### src/rtl/popcount_arbiter.sv
`default_nettype none
// ============================================================================
// popcount_arbiter: round-robin share of one popcount counter, in-order tag return. Rev 1.0
// ============================================================================
module popcount_arbiter #(
  parameter int N_REQ = 4,
  parameter int WIDTH = 16,
  parameter int DEPTH = 4,
  parameter int CNT_W = $clog2(WIDTH) + 1,
  parameter int ID_W  = $clog2(N_REQ)
) (
  input  logic                   clk_i,
  input  logic                   rst_n_i,
  input  logic [N_REQ*WIDTH-1:0] req_data_i,
  input  logic [N_REQ-1:0]       req_val_i,
  output logic [N_REQ-1:0]       req_rdy_o,
  output logic [WIDTH-1:0]       pc_data_o,
  output logic                   pc_data_val_o,
  input  logic [CNT_W-1:0]       pc_data_i,
  input  logic                   pc_data_val_i,
  output logic [CNT_W-1:0]       resp_data_o,
  output logic [ID_W-1:0]        resp_id_o,
  output logic                   resp_val_o,
  output logic                   err_o
);

  localparam int                PTR_W     = (DEPTH > 1) ? $clog2(DEPTH) : 1;
  localparam int                FCNT_W    = $clog2(DEPTH + 1);
  localparam logic [ID_W-1:0]   LAST_ID   = ID_W'(N_REQ - 1);
  localparam logic [ID_W:0]     N_EXT     = (ID_W + 1)'(N_REQ);
  localparam logic [PTR_W-1:0]  LAST_SLOT = PTR_W'(DEPTH - 1);
  localparam logic [FCNT_W-1:0] FULL_CNT  = FCNT_W'(DEPTH);

  logic [WIDTH-1:0]  words [N_REQ];
  logic [ID_W-1:0]   ptr;
  logic [ID_W-1:0]   grant_id;
  logic              grant_vld;
  logic [ID_W:0]     cand;
  logic [ID_W-1:0]   fifo_mem [DEPTH];
  logic [PTR_W-1:0]  wr_ptr;
  logic [PTR_W-1:0]  rd_ptr;
  logic [FCNT_W-1:0] fifo_cnt;
  logic              fifo_empty;
  logic              push;
  logic              pop;

  for (genvar g = 0; g < N_REQ; g++) begin : g_unpack
    assign words[g] = req_data_i[g*WIDTH +: WIDTH];
  end

  // Search starts at ptr and wraps; a full FIFO (pre-pop count) blocks every grant.
  always_comb begin
    grant_vld = 1'b0;
    grant_id  = '0;
    cand      = '0;
    for (int i = 0; i < N_REQ; i++) begin
      cand = {1'b0, ptr} + (ID_W + 1)'(i);
      if (cand >= N_EXT) cand = cand - N_EXT;
      if (!grant_vld && (fifo_cnt < FULL_CNT) && req_val_i[cand[ID_W-1:0]]) begin
        grant_vld = 1'b1;
        grant_id  = cand[ID_W-1:0];
      end
    end
  end

  always_comb begin
    req_rdy_o = '0;
    if (grant_vld) req_rdy_o[grant_id] = 1'b1;
  end

  assign fifo_empty = (fifo_cnt == '0);
  assign push       = grant_vld;
  assign pop        = pc_data_val_i & ~fifo_empty;

  always_ff @(posedge clk_i) begin
    if (push) fifo_mem[wr_ptr] <= grant_id;
  end

  always_ff @(posedge clk_i or negedge rst_n_i) begin
    if (!rst_n_i) begin
      ptr           <= '0;
      wr_ptr        <= '0;
      rd_ptr        <= '0;
      fifo_cnt      <= '0;
      pc_data_o     <= '0;
      pc_data_val_o <= 1'b0;
      resp_data_o   <= '0;
      resp_id_o     <= '0;
      resp_val_o    <= 1'b0;
      err_o         <= 1'b0;
    end else begin
      pc_data_val_o <= push;
      resp_val_o    <= pop;
      if (push) begin
        pc_data_o <= words[grant_id];
        ptr       <= (grant_id == LAST_ID) ? '0 : grant_id + 1'b1;
        wr_ptr    <= (wr_ptr == LAST_SLOT) ? '0 : wr_ptr + 1'b1;
      end
      if (pop) begin
        resp_data_o <= pc_data_i;
        resp_id_o   <= fifo_mem[rd_ptr];
        rd_ptr      <= (rd_ptr == LAST_SLOT) ? '0 : rd_ptr + 1'b1;
      end
      // A result with no outstanding tag means the counter and tag stream lost sync.
      if (pc_data_val_i && fifo_empty) err_o <= 1'b1;
      case ({push, pop})
        2'b10:   fifo_cnt <= fifo_cnt + 1'b1;
        2'b01:   fifo_cnt <= fifo_cnt - 1'b1;
        default: fifo_cnt <= fifo_cnt;
      endcase
    end
  end

endmodule
`default_nettype wire

### config.mk
export PLATFORM = sky130hd
export DESIGN_NAME = popcount_arbiter
export DESIGN_NICKNAME = d
export VERILOG_FILES = /design/src/rtl/popcount_arbiter.sv
export SDC_FILE = /design/constraint.sdc
export NUM_CORES = 1
export LEC_CHECK = 0
export BUFFER_PORTS_ARGS = -buffer_cell sky130_fd_sc_hd__buf_4
export CORE_ASPECT_RATIO = 0.9
export CORE_MARGIN = 4
export CORE_UTILIZATION = 43
export DETAILED_ROUTE_END_ITERATION = 10
export PLACE_DENSITY_LB_ADDON = 0.1
export RECOVER_POWER = 25
export SLEW_MARGIN = 25
export SYNTH_ARGS = -nofsm -noshare
export SYNTH_HDL_FRONTEND = slang
export SYNTH_SLANG_ARGS = --single-unit
### constraint.sdc
create_clock -name clk_i -period 2.1 [get_ports clk_i]
set_input_delay 0 -clock clk_i [delete_from_list [all_inputs] [get_ports clk_i]]
set_output_delay 0 -clock clk_i [all_outputs]
set_load 0.05 [all_outputs]
==> summary.txt <==
Floorplanning
  – IO Pins: approximately 110
  – Die Wd: between 80 and 90 um
  – Die H: slightly above 80 um
  – Placeable Area: between 5000 and 6000 um^2
  – Floorplan row count: 26
  – Full die area: 7120 um^2
  – Initial Util: between 40% and 50%

Pwr
  – Final Power: ~5.9 mW
  – Power Density: around 1600 nW/um^2
  – Leakage: approximately 1.8 nW
  – Max VDD drop: 1080 uV

Detailed routing
  – Wire per inst: 14.6 um
  – # DRC: 0
  – DR vias: approximately 2000
  – Post-Route WL: 5940 um
  – Via density: about 4.9
  – Initial DRC Count: 35
  – Post-route ant nets: 0
  – First drt pass iteration count: 4

Placement
  – Dpl cell area: 3400 um^2
  – Final GP Congestion: around 0.81
  – Final HPWL DP: about 4500 um
  – I/O Buffers: ~110

Layout
  – Most common cell after layout, fill and taps aside: buf_4
  – Multi-input logic area: about 1300 um^2
  – Sequential cell area: around 1100 um^2
  – N_diodes: 0
  – Nets@finish: about 420
  – Fill cells: 470
  – Share of cells above drive strength 1: 50.6%
  – Most frequent cells in the layout: buf_4 (111), mux2i_1 (49), dfrtp_1 (33)
  – Area grow syn2layout: 50.9%
  – Final instance area: approximately 3800 um^2

Clocking
  – Clock Sinks: 43
  – Root Buffer: clkbuf_8
  – Worst-path clk slew: 0.09 ns
  – H-tree Lvls: 2
  – Num CTS Buffers: 5
  – CTS tree: yes
  – Max Root-Sink Buffers: 2
  – Clock latency on the worst-skew pair: 0.30 ns

Setup path
  – CP Cell Sequence: buf_6, nand2_2, nor2_1, o21a_1, a2111oi_4, buf_6, inv_6, ha_4, and2_4, buf_8
  – Critical Path Start: ptr[1]
  – Worst reg2reg path depth: 9
  – CP Capture Type: output port
  – Worst Path Max Fanout: 5
  – R2r setup slk: 0 ns
  – Crit path kind: flip-flop to output port
  – WP data arrival: 2.16 ns
  – R2r endpoint: pc_data_o[4]
  – Worst path required time: 2.10 ns
  – Critical Path Most Common Cell: buf_6
  – Setup crit end: req_rdy_o[1]
  – R2r startpoint: ptr[0]
  – Longest individual stage delay on the worst path: between 0.4 and 0.5 ns
  – Max stage delay cell, worst path: dfrtp_2
  – Worst setup SP type: flip-flop

STA
  – Layout Skew: approximately 0.0078 ns
  – Period utilisation layout: 103%
  – Worst setup margin: -0.0575 ns
  – F_max: between 400 and 500 MHz
  – Slew @ Worst Pin: 0.905 ns
  – Rel. slew slack: between 30% and 40%
  – RSZ-0062 raised after global routing: yes
  – Minimum clock period: 2.16 ns
  – Final Max Tran Viols: 0
  – Final hold violations: 0
  – Final setup vio count: 4

Synth
  – Register bit total from synthesis: 43
  – Syn_area_per_cell: around 12 um^2
  – Unique masters post-synth: 35
  – Share of the synthesized area in the top cell type: between 30% and 40%
  – Post-Syn Instances: 206
  – Area leader, netlist: dfrtp_1
  – Register area share after synthesis: approximately 45%
  – Post-synth net total: 293
  – Mapped Area: between 2000 and 3000 um^2
  – Synth top area cells: dfrtp_1 (35%), mux2i_1 (20%), edfxtp_1 (9.6%)
  – Warnings from Yosys: 0

Global route
  – First-pass GRT wire length: about 9800 um
  – Number of global-route vias before repair: roughly 2100
  – Total grt overflow: 0
  – Initial antenna violation count: 0
  – Pin count of the biggest net entering global routing: 36
  – GR Util All Layers: between 10% and 20%

Worst hold path
  – Min-delay src: req_data_i[14]
  – Tightest Hold Check Type: input port to flip-flop

Flow run
  – Maxcap violations: 0

Run status
  – Failing checks: setup timing
  – Status: complete, but fails checks
[worst min-delay path by stage]
| stage | slack, ns | to | depth (start not counted) |
|---|---|---|---|
| 2_1_floorplan | -0.30 | err_o | 0 |
| 3_3_place_gp | -0.01 | fifo_cnt[2] | 1 |
| 3_5_place_dp | -0.008 | fifo_cnt[2] | 1 |
| 4_1_cts | 0.11 | pc_data_o[14] | 4 |
| 5_1_grt | 0.13 | pc_data_o[3] | 4 |
| 6_report | 0.12 | pc_data_o[14] | 4 |
[worst max-delay path: cells and delay by family (launching register included)]
kind                     cells  cell delay [ns]
AO/OA/AOI/OAI                2             0.55
adder cells (fa/ha/maj)      1             0.15
buffers and inverters        4             0.49
flip-flops                   1             0.45
AND/OR/NAND/NOR              3             0.21
[state kept, by name, indices dropped and copies added, names as in the netlist, 2 cells and up]
name and count:
resp_id_o 2, resp_data_o 5, wr_ptr 2, fifo_mem 8
pc_data_o 16, ptr 2, rd_ptr 2, fifo_cnt 3
[layout make-up]
type                       count  area share [%]
multi-input combinational    142            34.7
timing repair buffer         135            29.9
tap                           70            2.32
sequential                    43            29.6
inverter                      10            1.12
clock inverter                 3           0.629
clock buffer                   5            1.82
[timing repair]
action	in CTS	in global routing
endpoints found under the setup margin	4	20
hold buffers	7	0
cloned	0	0
endpoints found under the hold margin	41	0
gates resized for setup	28	9
pin swaps	6	4
setup buffers	11	0
[power by group]
part | internal, mW | switching, mW | total (mW)
logic | 1.74 | 2.10 | 3.84
clock network | 0.238 | 0.308 | 0.546
registers | 1.26 | 0.235 | 1.50
total | 3.24 | 2.64 | 5.89
[logic make-up (layout without fill, tap and decap cells)]
| logic type | after synthesis | after routing | share of synthesized area, % |
|---|---|---|---|
| fa+ha+maj | 11 | 11 | 5.79 |
| simple gates | 44 | 44 | 9.04 |
| mux | 69 | 69 | 29.5 |
| flops | 43 | 43 | 44.5 |
| compound gates | 15 | 15 | 4.79 |
| buf+inv | 21 | 153 | 5.34 |
| xor+xnor | 3 | 3 | 1.05 |
[through the flow]
| step | instances | hold WS (ns) | TNS (ns) | worst slack [ns] | utilization, % |
|---|---|---|---|---|---|
| floorplan | 206 | -0.296 | 0 | 0.0611 | - |
| global placement | 382 | -0.0130 | 0 | 0.0818 | 60.1 |
| detailed placement | 382 | -0.00757 | 0 | 0.0280 | 60.1 |
| CTS | 408 | 0.113 | -0.0999 | -0.0306 | 66.4 |
| global route | 408 | 0.129 | -1.33 | -0.139 | 66.8 |
| finish | 408 | 0.115 | -0.148 | -0.0575 | 66.8 |
[cells in the mapped netlist]
cell type and instances:
a2111oi_4 1, a21o_1 1, a21oi_1 3, a221o_1 1
a41o_1 1, and2_1 8, buf_12 1, buf_2 1
buf_6 5, clkbuf_1 4, dfrtp_1 35, edfxtp_1 8
fa_1 1, ha_1 10, inv_1 10, mux2_2 18
mux2i_1 49, mux4_2 2, nand2_1 22, nand2b_1 1
nand4b_1 1, nor2_1 4, nor2_8 1, nor2b_1 2
nor3_1 1, nor3b_1 1, nor4_1 1, o21a_1 1
o21ai_0 3, o21ai_1 1, o31ai_1 3, or2_0 1
or3_1 1, xnor2_1 2, xor2_1 1
[layer usage]
metal / share of wire [%] / vias to the layer above / track usage (%)
li1: - / 988 / -
met1: 41 / 929 / 21.1
met2: 48 / 83 / 29.7
met3: 10 / 7 / 7.18
met4: 1.3 / 0 / 4.08
met5: 0 / - / 0
(Power assumes the default switching activity.)
